File: src/rtl/mem_bank_arbiter.sv
// Shares NUM_BANKS low-order-interleaved SRAM banks between the CPU instruction-fetch
// and data ports; parallel service on distinct banks, starvation-bounded arbitration on conflict.
module mem_bank_arbiter #(
  parameter int unsigned ADDR_W     = 16,
  parameter int unsigned DATA_W     = 32,
  parameter int unsigned NUM_BANKS  = 2,
  parameter int unsigned BANK_AW    = 14 - $clog2(NUM_BANKS),
  parameter int unsigned STARVE_MAX = 3
) (
  input  logic                          clk,
  input  logic                          rst,
  input  logic                          im_req,
  input  logic [ADDR_W-1:0]             im_addr,
  output logic                          im_gnt,
  output logic                          im_rvalid,
  output logic [DATA_W-1:0]             im_rdata,
  input  logic                          dm_req,
  input  logic [3:0]                    dm_we,
  input  logic [ADDR_W-1:0]             dm_addr,
  input  logic [DATA_W-1:0]             dm_wdata,
  output logic                          dm_gnt,
  output logic                          dm_rvalid,
  output logic [DATA_W-1:0]             dm_rdata,
  output logic [NUM_BANKS-1:0]          bk_cs,
  output logic [NUM_BANKS-1:0]          bk_oe,
  output logic [4*NUM_BANKS-1:0]        bk_web,
  output logic [BANK_AW*NUM_BANKS-1:0]  bk_a,
  output logic [DATA_W*NUM_BANKS-1:0]   bk_di,
  input  logic [DATA_W*NUM_BANKS-1:0]   bk_do
);

  localparam int unsigned BSEL_W = $clog2(NUM_BANKS);
  localparam int unsigned BIDX_W = (BSEL_W == 0) ? 1 : BSEL_W;
  localparam int unsigned CNT_W  = 4;

  logic [BIDX_W-1:0]  w_im_bank;
  logic [BIDX_W-1:0]  w_dm_bank;
  logic [BANK_AW-1:0] w_im_row;
  logic [BANK_AW-1:0] w_dm_row;
  logic               w_conflict;
  logic               w_im_force;
  logic               w_im_gnt;
  logic               w_dm_gnt;
  logic               w_dm_rd;

  logic [CNT_W-1:0]   r_starve_cnt;
  logic               r_im_rv;
  logic               r_dm_rv;
  logic [BIDX_W-1:0]  r_im_bank;
  logic [BIDX_W-1:0]  r_dm_bank;

  // A single bank has no select bits; everything decodes to bank 0
  generate
    if (BSEL_W == 0) begin : g_one_bank
      assign w_im_bank = '0;
      assign w_dm_bank = '0;
    end else begin : g_multi_bank
      assign w_im_bank = im_addr[2 +: BSEL_W];
      assign w_dm_bank = dm_addr[2 +: BSEL_W];
    end
  endgenerate

  assign w_im_row = im_addr[2+BSEL_W +: BANK_AW];
  assign w_dm_row = dm_addr[2+BSEL_W +: BANK_AW];

  assign w_conflict = im_req && dm_req && (w_im_bank == w_dm_bank);
  assign w_im_force = (r_starve_cnt == CNT_W'(STARVE_MAX));
  assign w_im_gnt   = !rst && im_req && (!w_conflict || w_im_force);
  assign w_dm_gnt   = !rst && dm_req && (!w_conflict || !w_im_force);
  assign w_dm_rd    = (dm_we == 4'b0000);

  assign im_gnt = w_im_gnt;
  assign dm_gnt = w_dm_gnt;

  // Bank drive: at most one port owns any bank in a given cycle
  always_comb begin
    bk_cs  = '0;
    bk_oe  = '0;
    bk_web = '1;
    bk_a   = '0;
    bk_di  = '0;
    for (int unsigned b = 0; b < NUM_BANKS; b++) begin
      if (w_im_gnt && (w_im_bank == BIDX_W'(b))) begin
        bk_cs[b]                   = 1'b1;
        bk_oe[b]                   = 1'b1;
        bk_a[b*BANK_AW +: BANK_AW] = w_im_row;
      end
      if (w_dm_gnt && (w_dm_bank == BIDX_W'(b))) begin
        bk_cs[b]                   = 1'b1;
        bk_oe[b]                   = w_dm_rd;
        bk_web[b*4 +: 4]           = ~dm_we;
        bk_a[b*BANK_AW +: BANK_AW] = w_dm_row;
        if (!w_dm_rd) begin
          bk_di[b*DATA_W +: DATA_W] = dm_wdata;
        end
      end
    end
  end

  // Starvation counter and read-return pipeline
  always_ff @(posedge clk) begin
    if (rst) begin
      r_starve_cnt <= '0;
      r_im_rv      <= 1'b0;
      r_dm_rv      <= 1'b0;
      r_im_bank    <= '0;
      r_dm_bank    <= '0;
    end else begin
      if (w_im_gnt) begin
        r_starve_cnt <= '0;
      end else if (im_req && !w_im_force) begin
        r_starve_cnt <= r_starve_cnt + CNT_W'(1);
      end
      r_im_rv <= w_im_gnt;
      r_dm_rv <= w_dm_gnt && w_dm_rd;
      if (w_im_gnt) begin
        r_im_bank <= w_im_bank;
      end
      if (w_dm_gnt && w_dm_rd) begin
        r_dm_bank <= w_dm_bank;
      end
    end
  end

  // A response still in flight when reset arrives is suppressed
  assign im_rvalid = r_im_rv && !rst;
  assign dm_rvalid = r_dm_rv && !rst;
  assign im_rdata  = im_rvalid ? bk_do[DATA_W*32'(r_im_bank) +: DATA_W] : '0;
  assign dm_rdata  = dm_rvalid ? bk_do[DATA_W*32'(r_dm_bank) +: DATA_W] : '0;

endmodule
File: config.mk
export PLATFORM = sky130hd
export DESIGN_NAME = mem_bank_arbiter
export DESIGN_NICKNAME = d
export VERILOG_FILES = /design/src/rtl/mem_bank_arbiter.sv
export SDC_FILE = /design/constraint.sdc
export NUM_CORES = 1
export LEC_CHECK = 0
export ABC_AREA = 1
export BUFFER_PORTS_ARGS = -buffer_cell sky130_fd_sc_hd__buf_2
export CAP_MARGIN = 20
export CORE_AREA = 4 4 117 119
export CTS_BUF_LIST = sky130_fd_sc_hd__clkbuf_4 sky130_fd_sc_hd__clkbuf_8
export CTS_CLUSTER_DIAMETER = 100
export DETAILED_ROUTE_END_ITERATION = 12
export DIE_AREA = 0 0 121 123
export PLACE_DENSITY_LB_ADDON = 0.2
export SLEW_MARGIN = 40
export SYNTH_ARGS = -nofsm -noshare
export SYNTH_HDL_FRONTEND = slang
export SYNTH_SLANG_ARGS = --single-unit
File: constraint.sdc
create_clock -name clk -period 1.9 [get_ports clk]
set_input_delay 0.57 -clock clk [delete_from_list [all_inputs] [get_ports clk]]
set_output_delay 0.57 -clock clk [all_outputs]
set_load 0.02 [all_outputs]
==> out/summary.txt <==
Status: complete, but fails checks
Failing checks: setup timing
Final number of hold-violating endpoints: 0
Cts hold-fix bufs: 0
Largest net degree at the start of global routing: 33
Worst R2R End: r_dm_bank
Largest area contributor in the netlist: nand2_1
Clk pin slew, worst setup/hold paths: 0.04 ns
Detail Route Antenna Nets: 0
Cell Rows: 41
Sequential fraction of the synthesis area: 0.0707
CTS sink count: 8
Critical path type: flip-flop to output pin
Initial antenna violation count: 0
Syn_area_per_cell: 4.64 µm²
Inserted Clock Buffers: 3
Synth cell types: 21
Average wire per standard cell: 15.4 µm
Die Wd: 121 µm
Worst VDD drop: 0.000154 V
Top cell type's share of synthesized area: 0.383
Pre-CTS setup slack: -0.478 ns
Syn-to-layout area delta: 226%
I/O Buffers: 301
Remaining routing DRC violations: 0
Root buf cell: clkbuf_8
Fin crit period: 2.28 ns
Post-layout util: 0.587
Worst hold path class: flip-flop to flip-flop
WP data arrival: 1.71 ns
DR vias/cell: 4.57
Mapped Area: 0.00226 mm²
P per Cell Area: 214 mW/mm²
Hold Crit Depth: 3
Setup TNS: -32.81 ns
Pre-antenna DRT Iters: 4
DIE HEIGHT: 123 µm
Post-route insts no fill: 1013
Total number of H-tree levels: 1
Clock Skews: 0.000580 ns
# diodes: 0
Ranking of synthesized cells by area: nand2_1 (38%), a21oi_1 (15%), nor3_1 (14%), inv_1 (8.3%), dfxtp_1 (7.1%)
Slew @ Worst Pin: 0.235 ns
Pleak: 3.50 nW
Most frequent cells in the layout: nand2_1 (184), buf_2 (150), buf_6 (122)
# placed instances: 980
Fin. max-slew vios: 0
Fmax: 439 MHz
Core area: 0.0126 mm²
YS warnings: 0
Seq cells post-synth: 8
Number of global-route vias before repair: 4569
Post-Syn Nets: 625
Max Cap Viol: 0
IO Count: 306
Detailed router's first-iteration violation count: 180
Die ar.: 0.0149 mm²
Reg2Reg Launch Point: r_starve_cnt[0]
Clock latency on the worst-skew pair: 0.23 ns
Worst Hold End: r_starve_cnt[2]
Cells on worst reg2reg path: 17
Instance count of the mapped netlist: 488
Clk buf depth: 2
Final setup violation count: 154
CP startpoint kind: flip-flop
Via count: 4626
Initial core utilization: 0.180
Critical path fanouts, max: 7
Final period utilization: 1.20
Worst hold start: r_starve_cnt[2]
GRT overflow: 0
Worst setup EP type: output pin
First-pass GRT wire length: 22500 µm
Nets: 980
Share of cells above drive strength 1: 0.693
Worst slew margin: 0.843
Final WS setup: -0.379 ns
RSZ-0062 raised after global routing: true
RePlAce Congestion: 0.776
Most common cell after layout, fill and taps aside: nand2_1
Reg2Reg Setup Slack: -0.19 ns
Total track usage: 0.184
TritonCTS clock tree: yes
Critical Path RT: 1.33 ns
Post-DP HPWL: 10500 µm
Total Wirelength: 15600 µm
-- critical path: stages, from the launching register on --
cell	delay, ns
dfxtp_4	0.36
ha_4	0.15
nand2_4	0.06
nor2_4	0.14
nand3_4	0.12
nand3_4	0.12
buf_12	0.19
buf_16	0.17
nor3_4	0.04
buf_6	0.13
-- sequential cells by signal (all words and copies together), names as in the netlist --
register,cells
r_starve_cnt,4
r_im_bank,1
r_im_rv,1
r_dm_bank,1
r_dm_rv,1
-- how the worst max path moves through the flow --
stage / to / slack [ns] / cells past startpoint / from
final: bk_di[21] / -0.38 / 9 / r_starve_cnt[0]
after global routing: bk_di[21] / -0.46 / 9 / r_starve_cnt[0]
after CTS: bk_di[55] / -0.37 / 9 / r_starve_cnt[1]
after detailed placement: bk_a[3] / -0.48 / 9 / dm_addr[2]
after global placement: bk_a[11] / -0.47 / 8 / dm_addr[2]
after floorplan: bk_di[10] / -0.09 / 6 / dm_addr[2]
-- power by group --
part / internal, W / total (W) / switching (W) / leakage, nW
logic: 0.000525 / 0.00120 / 0.000671 / 3.42
clock network: 0.000137 / 0.000202 / 0.0000645 / 0.0216
registers: 0.000176 / 0.000184 / 0.00000783 / 0.0663
total: 0.000838 / 0.00158 / 0.000743 / 3.50
-- cells by family after synthesis --
logic type,Yosys count,synth area share
xor gates and xnor gates,2,0.00774
and+or+nand+nor,316,0.586
DFF,8,0.0707
buffers and inverters,92,0.172
adders and majority gates,1,0.00552
AOI/OAI and AO/OA,69,0.157
-- metrics by stage --
| step | hold WS, ns | cell area (µm²) | total power [W] |
|---|---|---|---|
| 6_report | 0.583 | 7380 | 0.00158 |
| 5_1_grt | 0.622 | 7380 | 0.00168 |
| 4_1_cts | 0.588 | 6700 | 0.00148 |
| 3_5_place_dp | 0.578 | 5230 | 0.00106 |
| 3_3_place_gp | 0.579 | 5230 | 0.00107 |
| 2_1_floorplan | 0.452 | 3130 | 0.000674 |
-- per-layer routing --
layer	vias up	part of all wire	global-route usage
met1	2140	0.36	0.211
li1	2253	-	-
met5	-	0	0
met4	0	0.027	0.0382
met3	34	0.074	0.0435
met2	199	0.54	0.348
-- what timing repair did --
action,4_1_cts,5_1_grt
resized for setup,312,141
setup endpoints to repair,168,167
gates cloned,10,4
setup buffers,18,3
pin swaps,18,7
hold endpoints to repair,0,0
-- layout make-up --
cell class              instances  area, µm²
well taps                     172        215
inverters                      55        262
repair buffers                385       3490
flip-flops and latches          8        165
repair inverters                2       28.8
fillers                      1066       5190
multi-input cells             388       3180
clock buffers                   3       41.3
-- Yosys cell counts, drive strengths merged --
cell	instances
nand2	233
a21oi	67
nor3	65
inv	55
clkbuf	21
buf	16
nor2	9
dfxtp	8
nand3	8
o21ai	2
xor2	2
ha	1
nand4	1
Note: power is estimated with default switching activity, not from simulation.
